`src/rtl/pipe_regwall_if.sv`:
```
// Handshake bundle for pipe_regwall: producer side (in_*) and consumer side (out_*).
// The design connects through the slave modport; the surrounding logic uses master.
interface pipe_regwall_if #(
  parameter int DATA_W = 32,
  parameter int TAG_W  = 4
) ();
  logic              in_valid;
  logic [DATA_W-1:0] in_data;
  logic              in_ready;
  logic              out_valid;
  logic [DATA_W-1:0] out_data;
  logic [TAG_W-1:0]  out_tag;
  logic              out_ready;

  modport master (
    output in_valid, in_data, out_ready,
    input  in_ready, out_valid, out_data, out_tag
  );

  modport slave (
    input  in_valid, in_data, out_ready,
    output in_ready, out_valid, out_data, out_tag
  );
endinterface

```
`src/rtl/pipe_regwall.sv`:
```
// pipe_regwall: linear register pipeline with per-stage stall and flush.
// Each stage carries valid, payload and a sequence tag stamped at entry.
// A hold in any stage freezes it and every younger stage; the stage just
// older than a hold fills with a bubble. Bubbles are never squeezed out.
module pipe_regwall #(
  parameter  int DATA_W        = 32,
  parameter  int STAGES        = 4,
  parameter  int TAG_W         = 4,
  parameter  int FLUSH_YOUNGER = 0,
  localparam int OCC_W         = $clog2(STAGES + 1)
) (
  input  logic                     clock,
  input  logic                     reset_n,
  pipe_regwall_if.slave            bus,
  input  logic [STAGES-1:0]        stall,
  input  logic [STAGES-1:0]        flush,
  output logic [STAGES-1:0]        stage_valid,
  output logic [STAGES*DATA_W-1:0] stage_data,
  output logic [OCC_W-1:0]         occupancy
);

  logic [STAGES-1:0] valid_q, valid_d;
  logic [DATA_W-1:0] data_q [STAGES];
  logic [DATA_W-1:0] data_d [STAGES];
  logic [TAG_W-1:0]  tag_q  [STAGES];
  logic [TAG_W-1:0]  tag_d  [STAGES];
  logic [TAG_W-1:0]  seq_q, seq_d;

  logic [STAGES-1:0] hold_eff;
  logic [STAGES-1:0] flush_eff;
  logic              last_hold;
  logic              accept;

  // Hold propagates from the oldest stage toward stage 0; flush may widen toward younger stages.
  always_comb begin
    last_hold = stall[STAGES-1] | (valid_q[STAGES-1] & ~bus.out_ready);
    for (int k = 0; k < STAGES; k++) begin
      logic h;
      logic f;
      h = last_hold;
      f = 1'b0;
      for (int m = k; m < STAGES; m++) begin
        h = h | stall[m];
        if (m == k || FLUSH_YOUNGER != 0) f = f | flush[m];
      end
      hold_eff[k]  = h;
      flush_eff[k] = f;
    end
  end

  // Next-state for every stage and the sequence counter.
  always_comb begin
    // NOTE: defaults first so every path assigns every variable; otherwise a latch is inferred.
    valid_d = valid_q;
    data_d  = data_q;
    tag_d   = tag_q;
    accept  = bus.in_valid & ~hold_eff[0];
    seq_d   = seq_q + TAG_W'(accept);

    if (flush_eff[0]) begin
      valid_d[0] = 1'b0;
      data_d[0]  = '0;
      tag_d[0]   = '0;
    end else if (!hold_eff[0]) begin
      valid_d[0] = bus.in_valid;
      data_d[0]  = bus.in_valid ? bus.in_data : '0;
      tag_d[0]   = bus.in_valid ? seq_q : '0;
    end

    for (int k = 1; k < STAGES; k++) begin
      if (flush_eff[k] || (!hold_eff[k] && hold_eff[k-1])) begin
        valid_d[k] = 1'b0;
        data_d[k]  = '0;
        tag_d[k]   = '0;
      end else if (!hold_eff[k]) begin
        valid_d[k] = valid_q[k-1];
        data_d[k]  = data_q[k-1];
        tag_d[k]   = tag_q[k-1];
      end
    end
  end

  // State registers with synchronous active-low reset; pipeline contents are cleared so reset drops in-flight items.
  always_ff @(posedge clock) begin
    if (!reset_n) begin
      // NOTE: sequential state uses non-blocking assignments so all flops update together at the edge.
      valid_q <= '0;
      seq_q   <= '0;
      for (int k = 0; k < STAGES; k++) begin
        data_q[k] <= '0;
        tag_q[k]  <= '0;
      end
    end else begin
      valid_q <= valid_d;
      data_q  <= data_d;
      tag_q   <= tag_d;
      seq_q   <= seq_d;
    end
  end

  // Observation outputs: per-stage view and popcount of valid stages.
  always_comb begin
    occupancy = '0;
    for (int k = 0; k < STAGES; k++) begin
      stage_data[k*DATA_W +: DATA_W] = data_q[k];
      occupancy = occupancy + OCC_W'(valid_q[k]);
    end
  end

  assign stage_valid   = valid_q;
  assign bus.in_ready  = ~hold_eff[0];
  assign bus.out_valid = valid_q[STAGES-1];
  assign bus.out_data  = data_q[STAGES-1];
  assign bus.out_tag   = tag_q[STAGES-1];

endmodule

```
`src/flat_wrapper.sv`:
```
// flat-port wrapper written by rule: the top's interface ports become plain ports
module pipe_regwall_flat 
#(
  parameter  int DATA_W        = 32,
  parameter  int STAGES        = 4,
  parameter  int TAG_W         = 4,
  parameter  int FLUSH_YOUNGER = 0,
  localparam int OCC_W         = $clog2(STAGES + 1)
)
  (clock, reset_n, stall, flush, stage_valid, stage_data, occupancy, bus_in_valid, bus_in_data, bus_out_ready, bus_in_ready, bus_out_valid, bus_out_data, bus_out_tag);
  pipe_regwall_if #(.DATA_W(DATA_W), .TAG_W(TAG_W)) bus_i ();
  input  logic clock;
  input  logic reset_n;
  input  logic [STAGES-1:0] stall;
  input  logic [STAGES-1:0] flush;
  output logic [STAGES-1:0] stage_valid;
  output logic [STAGES*DATA_W-1:0] stage_data;
  output logic [OCC_W-1:0] occupancy;
  input wire logic [$bits(bus_i.in_valid)-1:0] bus_in_valid;
  input wire logic [$bits(bus_i.in_data)-1:0] bus_in_data;
  input wire logic [$bits(bus_i.out_ready)-1:0] bus_out_ready;
  output wire logic [$bits(bus_i.in_ready)-1:0] bus_in_ready;
  output wire logic [$bits(bus_i.out_valid)-1:0] bus_out_valid;
  output wire logic [$bits(bus_i.out_data)-1:0] bus_out_data;
  output wire logic [$bits(bus_i.out_tag)-1:0] bus_out_tag;
  assign bus_i.in_valid = bus_in_valid;
  assign bus_i.in_data = bus_in_data;
  assign bus_i.out_ready = bus_out_ready;
  assign bus_in_ready = bus_i.in_ready;
  assign bus_out_valid = bus_i.out_valid;
  assign bus_out_data = bus_i.out_data;
  assign bus_out_tag = bus_i.out_tag;
  pipe_regwall #(.DATA_W(DATA_W), .STAGES(STAGES), .TAG_W(TAG_W), .FLUSH_YOUNGER(FLUSH_YOUNGER)) u_core (.clock(clock), .reset_n(reset_n), .bus(bus_i), .stall(stall), .flush(flush), .stage_valid(stage_valid), .stage_data(stage_data), .occupancy(occupancy));
endmodule
```
`config.mk`:
```
export PLATFORM = sky130hd
export DESIGN_NAME = pipe_regwall_flat
export DESIGN_NICKNAME = d
export VERILOG_FILES = /design/src/rtl/pipe_regwall_if.sv /design/src/rtl/pipe_regwall.sv /design/src/flat_wrapper.sv
export SDC_FILE = /design/constraint.sdc
export NUM_CORES = 1
export LEC_CHECK = 0
export CORE_MARGIN = 4
export CORE_UTILIZATION = 42
export CTS_CLUSTER_DIAMETER = 50
export CTS_CLUSTER_SIZE = 16
export DETAILED_ROUTE_END_ITERATION = 8
export GPL_ROUTABILITY_DRIVEN = 0
export PLACE_DENSITY = 0.79
export SYNTH_ARGS = -nofsm -noshare
export SYNTH_HDL_FRONTEND = slang
export SYNTH_SLANG_ARGS = --single-unit
```
`constraint.sdc`:
```
create_clock -name clock -period 1.84 [get_ports clock]
set_input_delay 0.184 -clock clock [delete_from_list [all_inputs] [get_ports clock]]
set_output_delay 0.184 -clock clock [all_outputs]
set_load 0.01 [all_outputs]
```
==> out/results.tsv, run 1 <==
stage	metric	value	unit
status	status	finished with violations	
status	violations	setup timing	
clock_network	cts_buffer_depth	2	
clock_network	clk_latency	420	ps
cells_and_area	area_growth	40.9	%
clock_network	cts_buffers	17	
drt	drt_first_pass_iters	8	
timing	worst_pin_slew	607	ps
global_routing	overflow	0	
timing	finalCriticalPeriod	1890	ps
yosys	syn-mean-instance-area	9.04	um^2
clock_network	htreeDepth	4	
run	maxCapViolations	0	
floorplanning	num_rows	46	
timing	fmax	529	MHz
critical_path	worstSetupPathType	reg2out	
critical_path	crit_required	1660	ps
drt	wl	21300	um
clock_network	cts_tree	built	
yosys	synth_cell_types	33	
floorplanning	dieHeight	136	um
critical_path	cp_max_fo	2	
placed_design	dp.cells	1099	
critical_path	cp-end-kind	output pin	
yosys	ys_ff_latch	152	
yosys	yosys_warnings	0	
cells_and_area	final_area	9710	um^2
power_and_ir_drop	peakVddDrop	0.684	mV
cells_and_area	antenna_cells	0	
clock_network	clk_pin_slew_worst_paths	60	ps
timing	post-route-period-util	103	%
placed_design	post_dp_cell_area	9060	um^2
timing	rsz0062_at_grt	true	
cells_and_area	fin_nets	951	
cells_and_area	drive_gt1_share	9.86	%
clock_network	cts_num_sinks	152	
critical_path	start_kind	register	
drt	post-route-drc-count	0	
placed_design	place_hpwl	14500	um
drt	vias	6483	
cells_and_area	postLayoutCoreUtil	60.7	%
cells_and_area	final_cells	1129	
global_routing	grt_max_degree	75	
power_and_ir_drop	power.density	765	nW/um^2
critical_path	crit_arrival	1710	ps
timing	slew_violations	0	
timing	hold_viol	0	
drt	ant_nets	0	
timing	final-setup-viol-count	1	
global_routing	grt_pass1_vias	6089	
power_and_ir_drop	power_leakage	3.43	nW
drt	routedWlPerCell	18.8	um
drt	drt-vias-per-instance	5.74	
timing	finalSetupTns	-52.1	ps
timing	setup_slack	-52.1	ps
yosys	syn_nets	812	
floorplanning	start_util	43.1	%
placed_design	port_buffers	216	
yosys	yosysSeqAreaShare	44.1	%
timing	clock_skew	12.7	ps
global_routing	grt.total_usage	22.1	%
floorplanning	die_x	136	um
drt	drt-initial-drc-count	479	
yosys	synthFlopType	dfxtp_1	
timing	slew_headroom	59.5	%
yosys	synth_edf_count	0	
yosys	synth_area	6890	um^2
floorplanning	core	16000	um^2
floorplanning	top_level_ports	217	
yosys	ys_async_sr_fraction	0	%
worst_hold_path	hold_path_class	in2reg	
yosys	syn_inst	763	
floorplanning	die_area	18500	um^2
power_and_ir_drop	power	7.43	mW
global_routing	grt_first_pass_wirelength	33100	um
clock_network	cts_hold_buf	0	
clock_network	cts_setup_buffers	0	
clock_network	root_buffer	clkbuf_16	
global_routing	antenna_found_initial	0	
==> metal layers <==
metal	global-route usage, %	part of all wire, %	vias up	routed length, um
met3	4.77	6.3	21	1340
met5	0	0	-	0
met2	35.6	47	235	9910
li1	-	-	3137	-
met4	5.60	1.5	0	329
met1	30.3	46	3090	9690
==> registers in the layout, summed over array words and instances, names as in the netlist <==
| register | cells |
|---|---|
| u_core.seq_q | 4 |
| u_core.bus.out_tag | 4 |
| u_core.stage_valid | 4 |
| u_core.stage_data | 96 |
| u_core.tag_q | 12 |
| u_core.bus.out_data | 32 |
==> layout by cell type (no fill, tap or decap), types with 2 or more instances in the layout <==
cell             synthesis  final
clkdlybuf4s50_1          0    212
dfxtp_1                152    149
o21ai_0                 74     74
nand4_1                 74     74
a21oi_1                 74     74
nand3_1                 38     38
o31ai_1                 37     37
nor2b_1                 38     37
o311a_1                 36     36
a41o_1                  36     36
buf_4                   41     36
a21boi_0                27     27
clkbuf_16                0     17
a21boi_1                10     10
buf_12                   0      8
bufinv_16                0      4
and2_1                   3      3
clkbuf_8                 0      3
buf_6                    3      3
nor2b_4                  0      2
inv_2                    1      2
nor2_1                   4      2
nand2_1                  2      2
ha_4                     0      2
ha_1                     4      2
clkinvlp_4               0      2
clkbuf_1                62      2
clkinv_2                 0      2
dfxtp_2                  0      2
==> stage by stage <==
stage	hold slack, ps	setup slack [ps]
finish	392	-52.1
detailed placement	457	-193
CTS	383	-71.8
global route	392	-90.1
floorplan	306	20.4
global placement	455	-191
==> path summary, 6_finish.rpt <==
check                             start               endpoint  slack (ps)  cells after the start
setup / recovery  u_core.stage_valid[1]           occupancy[1]         -50                      4
hold / removal          bus_in_data[17]  u_core.stage_data[17]         390                      2
setup reg to reg  u_core.stage_valid[3]  u_core.stage_data[86]         180                      5
hold reg to reg         u_core.tag_q[5]  u_core.bus.out_tag[1]         460                      2
==> logic make-up (layout without fill, tap and decap cells) <==
logic type,after synthesis,count (layout),synth area share (%)
muxes,1,1,0.145
and+or+nand+nor,165,165,14.2
buffers and inverters,143,293,10.9
AOI/OAI and AO/OA,295,295,29.4
DFF,152,152,44.1
adders and majority gates,5,5,1.02
xor gates and xnor gates,2,2,0.254
==> report_power, final <==
part           switching, mW  internal [mW]  leakage, nW
sequential           0.00353           3.29         1.23
combinational          0.271          0.172         1.90
clock                   1.33           2.36        0.298
==> critical path, cell delays in order (launching register included) <==
cell and delay, ps:
dfxtp_2 340, ha_4 240, fa_2 350, ha_4 270
buf_6 90
==> cells in the mapped netlist, types with 3 or more instances <==
cell type,count,area share (%)
a21boi_0,27,2.9
a21boi_1,10,1.1
a21oi_1,74,5.4
a41o_1,36,5.2
and2_1,3,0.27
buf_1,6,0.33
buf_2,27,2.0
buf_4,41,4.5
buf_6,3,0.49
clkbuf_1,62,3.4
dfxtp_1,152,44
ha_1,4,0.73
nand3_1,38,2.8
nand4_1,74,6.7
nor2_1,4,0.22
nor2b_1,38,3.4
o21ai_0,74,5.4
o311a_1,36,5.2
o31ai_1,37,4.0
==> what timing repair did <==
action                                  4_1_cts  5_1_grt
pin swaps                                     2        2
resized for setup                            21        2
endpoints found under the setup margin        4        4
==> cell type report <==
type	instances	area (um^2)
timing repair buffer	260	2600
multi-input combinational	468	3170
fill	1405	6290
clock buffer	22	474
inverter	3	11.3
sequential	152	3050
tap	216	270
clock inverter	8	145
No activity file was read; power rests on OpenSTA's default activity.
==> inputs of run 2 (changes only) <==
CAP_MARGIN = 40   (was unset)
==> results of run 2 <==
Same layout as run 1: the final DEF is identical, and so are final timing and power.
==> inputs of run 3 (changes only) <==
CORE_UTILIZATION = 40   (was 42)
PLACE_DENSITY = 0.76   (was 0.79)
==> out/results.tsv, run 3 (synthesis results as in run 1) <==
stage	metric	value	unit	change
drt	wl	21300	um	about the same
clock_network	cts_setup_buffers	0		unchanged
clock_network	htreeDepth	4		unchanged
timing	fin_hold_ws	387	ps	was 392 ps
cells_and_area	final_cell_mix	clkdlybuf4s50_1, dfxtp_1, o21ai_0, nand4_1, a21oi_1		unchanged
drt	ant_nets	0		unchanged
clock_network	cts_buffer_depth	2		unchanged
placed_design	port_buffers	216		unchanged
critical_path	crit_required	1660	ps	about the same
drt	vias	6543		was 6483
drt	top_layer	met4		unchanged
cells_and_area	seqCellArea	3050	um^2	about the same
timing	finalSetupTns	-42.8	ps	was -52.1 ps
clock_network	cts_buffers	17		unchanged
global_routing	grt_pass1_vias	6020		was 6089
power_and_ir_drop	power_leakage	3.39	nW	was 3.43 nW
drt	route.met2.wl	10000	um	was 9910 um
timing	final-setup-viol-count	1		unchanged
cells_and_area	largest_reg_flops	96		unchanged
run	maxCapViolations	0		unchanged
drt	drt_first_pass_iters	5		was 8
drt	post-route-drc-count	0		unchanged
cells_and_area	drive_gt1_share	8.95	%	was 9.86%
global_routing	grt_first_pass_wirelength	33300	um	was 33100 um
power_and_ir_drop	power	7.35	mW	was 7.43 mW
floorplanning	top_level_ports	217		unchanged
timing	slew_violations	0		unchanged
drt	drt-initial-drc-count	415		was 479
clock_network	cts_tree	built		unchanged
clock_network	cts_num_sinks	152		unchanged
cells_and_area	area_growth	40.2	%	was 40.9%
clock_network	clk_pin_slew_worst_paths	60	ps	about the same
timing	worst_pin_slew	450	ps	was 607 ps
power_and_ir_drop	power.density	761	nW/um^2	was 765 nW/um^2
global_routing	grt_max_degree	96		was 75
timing	hold_viol	0		unchanged
drt	routedWlPerCell	19.0	um	was 18.8 um
status	status	finished with violations		unchanged
clock_network	clk_latency	420	ps	about the same
cells_and_area	final_common_cell	clkdlybuf4s50_1		unchanged
status	violations	setup timing		unchanged
global_routing	antenna_found_initial	0		unchanged
critical_path	start_kind	register		unchanged
critical_path	cp_max_fo	2		unchanged
worst_hold_path	hold_path_class	in2reg		unchanged
floorplanning	core	16800	um^2	was 16000 um^2
timing	clock_skew	6.10	ps	was 12.7 ps
cells_and_area	final_area	9670	um^2	was 9710 um^2
global_routing	overflow	0		unchanged
floorplanning	start_util	41.1	%	was 43.1%
global_routing	grt.total_usage	20.8	%	was 22.1%
cells_and_area	antenna_cells	0		unchanged
cells_and_area	n_fill_cell	1524		was 1405
clock_network	root_buffer	clkbuf_16		unchanged
floorplanning	dieHeight	139	um	was 136 um
timing	setup_slack	-42.8	ps	was -52.1 ps
critical_path	cp-end-kind	output pin		unchanged
timing	finalCriticalPeriod	1880	ps	was 1890 ps
timing	rsz0062_at_grt	true		unchanged
floorplanning	die_area	19400	um^2	was 18500 um^2
critical_path	crit_arrival	1700	ps	was 1710 ps
timing	fmax	531	MHz	was 529 MHz
timing	slew_headroom	70.0	%	was 59.5%
cells_and_area	multi_input_area	3170	um^2	unchanged
drt	wirelength_met1	9560	um	was 9690 um
floorplanning	die_x	139	um	was 136 um
floorplanning	num_rows	47		was 46
placed_design	place_hpwl	14100	um	was 14500 um
power_and_ir_drop	peakVddDrop	0.676	mV	was 0.684 mV
cells_and_area	fin_nets	941		was 951
drt	wl_met3	1390	um	was 1340 um
placed_design	post_dp_cell_area	9020	um^2	was 9060 um^2
drt	drt-vias-per-instance	5.82		was 5.74
critical_path	worstSetupPathType	reg2out		unchanged
clock_network	cts_hold_buf	0		unchanged
timing	post-route-period-util	102	%	was 103%
[run 3: changes by cell type in the layout (fill, tap and decap cells not counted), sizes merged]
cell,change
clkbuf,+2
buf,-10
clkinv,+2
clkinvlp,-1
bufinv,-1
[run 3: worst max-delay path: stages (launching register included)]
cell and delay [ps]:
dfxtp_2 330, ha_4 240, fa_2 350, ha_4 270, buf_6 90
[run 3: metrics by stage]
stage	worst slack, ps	util [%]	cells
finish	-42.8	57.7	1125
global route	-76.9	57.7	1125
detailed placement	-214	53.8	1093
CTS	-82.0	57.6	1125
global placement	-207	53.8	1093
floorplan	20.4	-	763
[run 3: path summary, 6_finish.rpt]
check	slack [ps]	cells after the start	from	endpoint
worst max register to register	100	7	u_core.stage_valid[3]	u_core.seq_q[1]
worst min-delay path	390	2	bus_in_data[0]	u_core.stage_data[0]
worst min register to register	470	2	u_core.bus.out_tag[0]	u_core.bus.out_tag[0]
worst max-delay path	-40	4	u_core.stage_valid[1]	occupancy[1]
[run 3: per-layer routing]
layer  global-route usage, %  vias to the layer above
met5                       0                        -
met4                    5.97                        0
met3                    4.77                       30
met2                    32.0                      282
met1                    29.3                     3115
li1                        -                     3116
[run 3: where the power goes]
part           switching, mW  internal, mW
clock                   1.35          2.27
combinational          0.272         0.168
sequential           0.00372          3.30
[run 3: cell type report]
class,instances,share of cell area (%)
Multi-Input combinational cell,468,32.8
Inverter,3,0.116
Timing Repair Buffer,250,26.5
Clock buffer,24,5.09
Clock inverter,8,1.22
Sequential cell,152,31.5
Tap cell,220,2.85
[run 3: what timing repair did]
item | in CTS | in global routing
endpoints found under the setup margin | 4 | 4
gates cloned | 0 | 0
gates resized for setup | 20 | 3
pin swaps | 2 | 1
